--- config.mk ---
export PLATFORM = sky130hd
export DESIGN_NAME = calc_entry_ctrl
export DESIGN_NICKNAME = d
export VERILOG_FILES = /design/src/rtl/calc_entry_ctrl.sv
export SDC_FILE = /design/constraint.sdc
export NUM_CORES = 1
export LEC_CHECK = 0
export CAP_MARGIN = 20
export CORE_MARGIN = 2
export CORE_UTILIZATION = 48
export DETAILED_ROUTE_END_ITERATION = 6
export HOLD_SLACK_MARGIN = 0.08
export PLACE_DENSITY_LB_ADDON = 0.3
export REMOVE_ABC_BUFFERS = 1
export SETUP_SLACK_MARGIN = 0.2
export SLEW_MARGIN = 0
export SYNTH_ARGS = -nofsm -noshare
export SYNTH_HDL_FRONTEND = slang
export SYNTH_SLANG_ARGS = --single-unit
--- constraint.sdc ---
create_clock -name clk -period 2.5 [get_ports clk]
set_input_delay 0.625 -clock clk [delete_from_list [all_inputs] [get_ports clk]]
set_output_delay 0.625 -clock clk [all_outputs]
set_load 0.005 [all_outputs]
--- src/rtl/calc_entry_ctrl.sv ---
// calc_entry_ctrl: keypad entry sequencer that builds BCD operands, latches the operator and hands off to the ALU.
// Optional build macro KEY_BUFFER_EN adds a one-entry buffer for keys pressed while the ALU is busy.
module calc_entry_ctrl #(
    parameter int NDIG = 4
) (
    input  logic              clk,
    input  logic              reset,
    input  logic              key_valid,
    input  logic [3:0]        key_code,
    output logic              key_ready,
    output logic [4*NDIG-1:0] opa,
    output logic [4*NDIG-1:0] opb,
    output logic              op_sub,
    output logic              alu_req,
    input  logic              alu_ack,
    input  logic [4*NDIG-1:0] alu_result,
    output logic [4*NDIG-1:0] disp,
    output logic              digit_ovf,
    output logic [1:0]        state
);
    localparam int W  = 4 * NDIG;
    localparam int CW = $clog2(NDIG + 1);
    localparam logic [CW-1:0] CNT_FULL = CW'(NDIG);
    localparam logic [CW-1:0] CNT_ONE  = CW'(1);

    localparam logic [3:0] K_ADD = 4'hA;
    localparam logic [3:0] K_SUB = 4'hB;
    localparam logic [3:0] K_EQ  = 4'hC;
    localparam logic [3:0] K_CLR = 4'hD;

    typedef enum logic [1:0] {
        ENTER_A = 2'd0,
        ENTER_B = 2'd1,
        REQ     = 2'd2,
        SHOW    = 2'd3
    } state_t;

    state_t        state_q, state_d;
    logic [W-1:0]  opa_q, opa_d, opb_q, opb_d, res_q, res_d;
    logic [CW-1:0] cnta_q, cnta_d, cntb_q, cntb_d;
    logic          op_sub_q, op_sub_d;
    logic          alu_req_q, alu_req_d;
    logic          ovf_q, ovf_d;
    logic          from_buf;
    logic          take;
    logic [3:0]    k;

`ifdef KEY_BUFFER_EN
    logic       buf_vld_q, buf_vld_d;
    logic [3:0] buf_key_q, buf_key_d;

    // The buffered key replays in the first SHOW cycle; external keys stall while it is held.
    assign from_buf  = (state_q == SHOW) && buf_vld_q;
    assign key_ready = !buf_vld_q;
    assign k         = from_buf ? buf_key_q : key_code;
`else
    assign from_buf  = 1'b0;
    assign key_ready = (state_q != REQ);
    assign k         = key_code;
`endif

    assign take = from_buf || (key_valid && key_ready && (state_q != REQ));

    function automatic logic [W-1:0] push_digit(input logic [W-1:0] op, input logic [3:0] d);
        return (op << 4) | W'(d);
    endfunction

    always_comb begin
        state_d   = state_q;
        opa_d     = opa_q;
        opb_d     = opb_q;
        res_d     = res_q;
        cnta_d    = cnta_q;
        cntb_d    = cntb_q;
        op_sub_d  = op_sub_q;
        alu_req_d = alu_req_q;
        ovf_d     = ovf_q;
`ifdef KEY_BUFFER_EN
        buf_vld_d = buf_vld_q;
        buf_key_d = buf_key_q;
        if (from_buf) buf_vld_d = 1'b0;
`endif
        if (state_q == REQ) begin
            if (alu_ack) begin
                res_d     = alu_result;
                alu_req_d = 1'b0;
                state_d   = SHOW;
            end
`ifdef KEY_BUFFER_EN
            if (key_valid) begin
                if (!buf_vld_q) begin
                    buf_vld_d = 1'b1;
                    buf_key_d = key_code;
                end else begin
                    ovf_d = 1'b1;
                end
            end
`endif
        end else if (take) begin
            if (k == K_CLR) begin
                state_d   = ENTER_A;
                opa_d     = '0;
                opb_d     = '0;
                res_d     = '0;
                cnta_d    = '0;
                cntb_d    = '0;
                op_sub_d  = 1'b0;
                alu_req_d = 1'b0;
                ovf_d     = 1'b0;
            end else if (k <= 4'h9) begin
                case (state_q)
                    SHOW: begin
                        opa_d   = W'(k);
                        cnta_d  = CNT_ONE;
                        // A replayed key keeps the overflow raised by keys dropped during REQ.
                        ovf_d   = from_buf ? ovf_q : 1'b0;
                        state_d = ENTER_A;
                    end
                    ENTER_B: begin
                        if (cntb_q < CNT_FULL) begin
                            opb_d  = push_digit(opb_q, k);
                            cntb_d = cntb_q + CNT_ONE;
                        end else begin
                            ovf_d = 1'b1;
                        end
                    end
                    default: begin
                        if (cnta_q < CNT_FULL) begin
                            opa_d  = push_digit(opa_q, k);
                            cnta_d = cnta_q + CNT_ONE;
                        end else begin
                            ovf_d = 1'b1;
                        end
                    end
                endcase
            end else if ((k == K_ADD) || (k == K_SUB)) begin
                op_sub_d = (k == K_SUB);
                if (state_q == ENTER_A) begin
                    opb_d   = '0;
                    cntb_d  = '0;
                    state_d = ENTER_B;
                end else if (state_q == SHOW) begin
                    opa_d   = res_q;
                    cnta_d  = CNT_FULL;
                    opb_d   = '0;
                    cntb_d  = '0;
                    state_d = ENTER_B;
                end
            end else if (k == K_EQ) begin
                if (state_q == ENTER_B) begin
                    state_d   = REQ;
                    alu_req_d = 1'b1;
                end else if (state_q == SHOW) begin
                    opa_d     = res_q;
                    cnta_d    = CNT_FULL;
                    state_d   = REQ;
                    alu_req_d = 1'b1;
                end
            end
        end
    end

    always_ff @(posedge clk) begin
        if (reset) begin
            state_q   <= ENTER_A;
            opa_q     <= '0;
            opb_q     <= '0;
            res_q     <= '0;
            cnta_q    <= '0;
            cntb_q    <= '0;
            op_sub_q  <= 1'b0;
            alu_req_q <= 1'b0;
            ovf_q     <= 1'b0;
`ifdef KEY_BUFFER_EN
            buf_vld_q <= 1'b0;
            buf_key_q <= 4'h0;
`endif
        end else begin
            state_q   <= state_d;
            opa_q     <= opa_d;
            opb_q     <= opb_d;
            res_q     <= res_d;
            cnta_q    <= cnta_d;
            cntb_q    <= cntb_d;
            op_sub_q  <= op_sub_d;
            alu_req_q <= alu_req_d;
            ovf_q     <= ovf_d;
`ifdef KEY_BUFFER_EN
            buf_vld_q <= buf_vld_d;
            buf_key_q <= buf_key_d;
`endif
        end
    end

    always_comb begin
        case (state_q)
            ENTER_A: disp = opa_q;
            ENTER_B: disp = opb_q;
            default: disp = res_q;
        endcase
    end

    assign opa       = opa_q;
    assign opb       = opb_q;
    assign op_sub    = op_sub_q;
    assign alu_req   = alu_req_q;
    assign digit_ovf = ovf_q;
    assign state     = state_q;

endmodule

==> run metrics <==
Adder-Cell Fraction of Synth Area 0.0261; largest net degree at the start of global routing 33; share of cells above drive strength 1 0.197; max-slew violation count 0; ys flop type dfxtp_1; nets@finish 488; antenna-violating nets left 0; Post-synth EDFFs 0; initial DRC count 210; most used cell, CP nand2_1; initial antenna violation count 0; drt total wl 8710 um; setup violators final 0; CTS tree done; commonest non-fill, non-tap cell in the layout clkdlybuf4s50_1; Die Height 81.5 um; Crit. End Element primary output; CP arrival 1.71 ns; Yosys warnings 0; status finished clean; WS Path Type flip-flop to primary output; total grt overflow 0; clk_lat worst skew 0.35 ns; Synth Area in XOR/XNOR 0; cts hold-fix bufs 0; global-route wire length before repair 13,700 um; Starting Density 0.493; Compound-Gate Fraction of Synth Area 0.281; Yosys reg bits 59; clock period minus worst slack 2.33 ns; clk buf depth 2; Slew @ Worst Pin 0.591 ns; total global-route track usage 0.271; Wirelength per Cell 16.2 um; Chip Width 81.5 um; CP Launch Type flip-flop; crit path max fanout 4; FMAX 429 MHz; Final period util 0.932; vias in the first global route 2,791; routability cong. 0.897; post-synthesis cell count 357; Syn Area/Cell 8.07 sq um; max cap viols 0; Hold Fails Final Rpt 0; reg-to-reg slack, setup 0.39 ns; mux contribution to synthesized area 0.0104; # diodes 0; clk sinks 59; die area 6640 sq um; Max transition margin 0.606; vias 3,057; Cell variety after synth 40; total CTS buffers 9; Port-buffer cells 77; leakage 1.62 nW; Area growth, synth to finish 44.5%; core area 5850 sq um; most frequent cells in the layout clkdlybuf4s50_1, dfxtp_1, nand2_1, nor2_1, a22oi_1; FP Rows 28; Via density 5.68; RSZ-0062 raised after global routing true; clk slew on worst S/H paths 0.07 ns; HPWL after detailed placement 5880 um; Hold/Removal Path Class flip-flop to flip-flop; final setup skew 0.00984 ns; ys async rst share 0; IO Count 78; fillers 474; Synth Area in Simple Gates 0.209; Worst path top cell family by delay buffers and inverters; critical-path cell list inv_4, ha_4, nor2_4, buf_6, buf_4, nand2_1, nand2_1, dlygate4sd2_1; # DRC 0; register area share after synthesis 0.410; Synth Cell Area 2880 sq um; PD cells 642 nW/um^2; Clock Tree Root clkbuf_8; Total Power 0.00267 W; Setup TNS 0 ns; Buf/Inv on CP 4; htree depth 3; main combinational cell family by area after synthesis compound AO/OA/AOI/OAI gates; TritonRoute pass-1 iters 5; crit path max-delay cell type dfxtp_4; CP Data Required Time 1.88 ns; max incr delay on CP 0.39 ns; worst vdd ir 0.345 mV
==> worst reg2reg max path, cell delays in order, from the launching register on <==
cell and delay (ns):
dfxtp_2 0.32, inv_2 0.09, ha_4 0.16, buf_8 0.20
nor2b_1 0.27, nor2_2 0.08, a2111oi_4 0.45, buf_12 0.19
a21oi_1 0.07, a211oi_1 0.19
==> flip-flops by register name (all words and copies together), names as in the netlist <==
signal,cells
opb,16
cntb_q,3
opa,16
digit_ovf,1
alu_req,1
cnta_q,3
res_q,16
state,2
op_sub,1
==> final cells by class <==
type	instances	area [sq um]	area share
Multi-Input combinational cell	260	1570	0.377
Clock buffer	9	124	0.0297
Tap cell	75	93.8	0.0225
Inverter	8	32.5	0.00781
Sequential cell	59	1190	0.285
Timing Repair Buffer	120	1080	0.259
Clock inverter	7	76.3	0.0183
==> report_power, final <==
group          internal, W  switching (W)
clock network     0.000464       0.000422
registers         0.000996      0.0000554
logic             0.000381       0.000353
==> metal layers <==
layer	global-route usage	vias up	wire [um]
met1	0.364	1441	3860
met5	0	-	0
met3	0.0451	11	567
met4	0.127	0	149
met2	0.425	114	4130
li1	-	1491	-
==> synth_stat cells (2+ instances only) <==
master	number	area [sq um]
buf_6	3	33.8
nand2b_1	2	12.5
inv_1	8	30.0
buf_2	4	20.0
a21oi_1	32	160
o21a_4	2	30.0
and3b_1	2	17.5
dfxtp_1	59	1180
o211a_1	2	20.0
o21ai_0	6	30.0
buf_4	3	22.5
nand2_1	54	203
and3_1	2	12.5
a211oi_1	18	135
and2_1	2	12.5
clkbuf_1	18	67.6
nor2_1	43	161
nor2b_1	3	18.8
mux2i_1	3	30.0
buf_1	2	7.51
or3_1	3	18.8
ha_1	6	75.1
a22oi_1	45	338
nor3_1	2	10.0
nand3_1	18	90.1
==> path summary, 6_finish.rpt <==
path / endpoint / start / cells past startpoint
worst max-delay path: disp[10] / state[0]$_SDFFE_PP0P_ / 8
worst min-delay path: digit_ovf$_SDFFE_PP0P_ / digit_ovf$_SDFFE_PP0P_ / 2
worst max register to register: cntb_q[2]$_SDFFE_PP0P_ / state[1]$_SDFFE_PP0P_ / 9
worst min register to register: digit_ovf$_SDFFE_PP0P_ / digit_ovf$_SDFFE_PP0P_ / 2
==> logic make-up after synthesis <==
kind of cell / count (synthesis)
simple gates: 137
compound gates: 114
buf+inv: 38
flops: 59
fa+ha+maj: 6
mux: 3
==> through the flow <==
step | utilization | cell area [sq um] | hold slack, ns | worst slack [ns] | instances
after floorplan | - | 2730 | 0.430 | 0.161 | 327
after global placement | 0.665 | 3890 | 0.442 | 0.00932 | 514
after detailed placement | 0.665 | 3890 | 0.447 | -0.0804 | 514
after CTS | 0.716 | 4190 | 0.462 | 0.113 | 536
after global routing | 0.712 | 4160 | 0.494 | 0.0949 | 538
final | 0.712 | 4160 | 0.463 | 0.169 | 538
==> what timing repair did <==
| action | CTS | global route |
|---|---|---|
| pin swaps | 1 | 3 |
| resized for setup | 35 | 34 |
| cloned | 0 | 0 |
| endpoints found under the setup margin | 17 | 23 |
| buffers inserted | 6 | 2 |
Note: power is estimated with default switching activity, not from simulation.
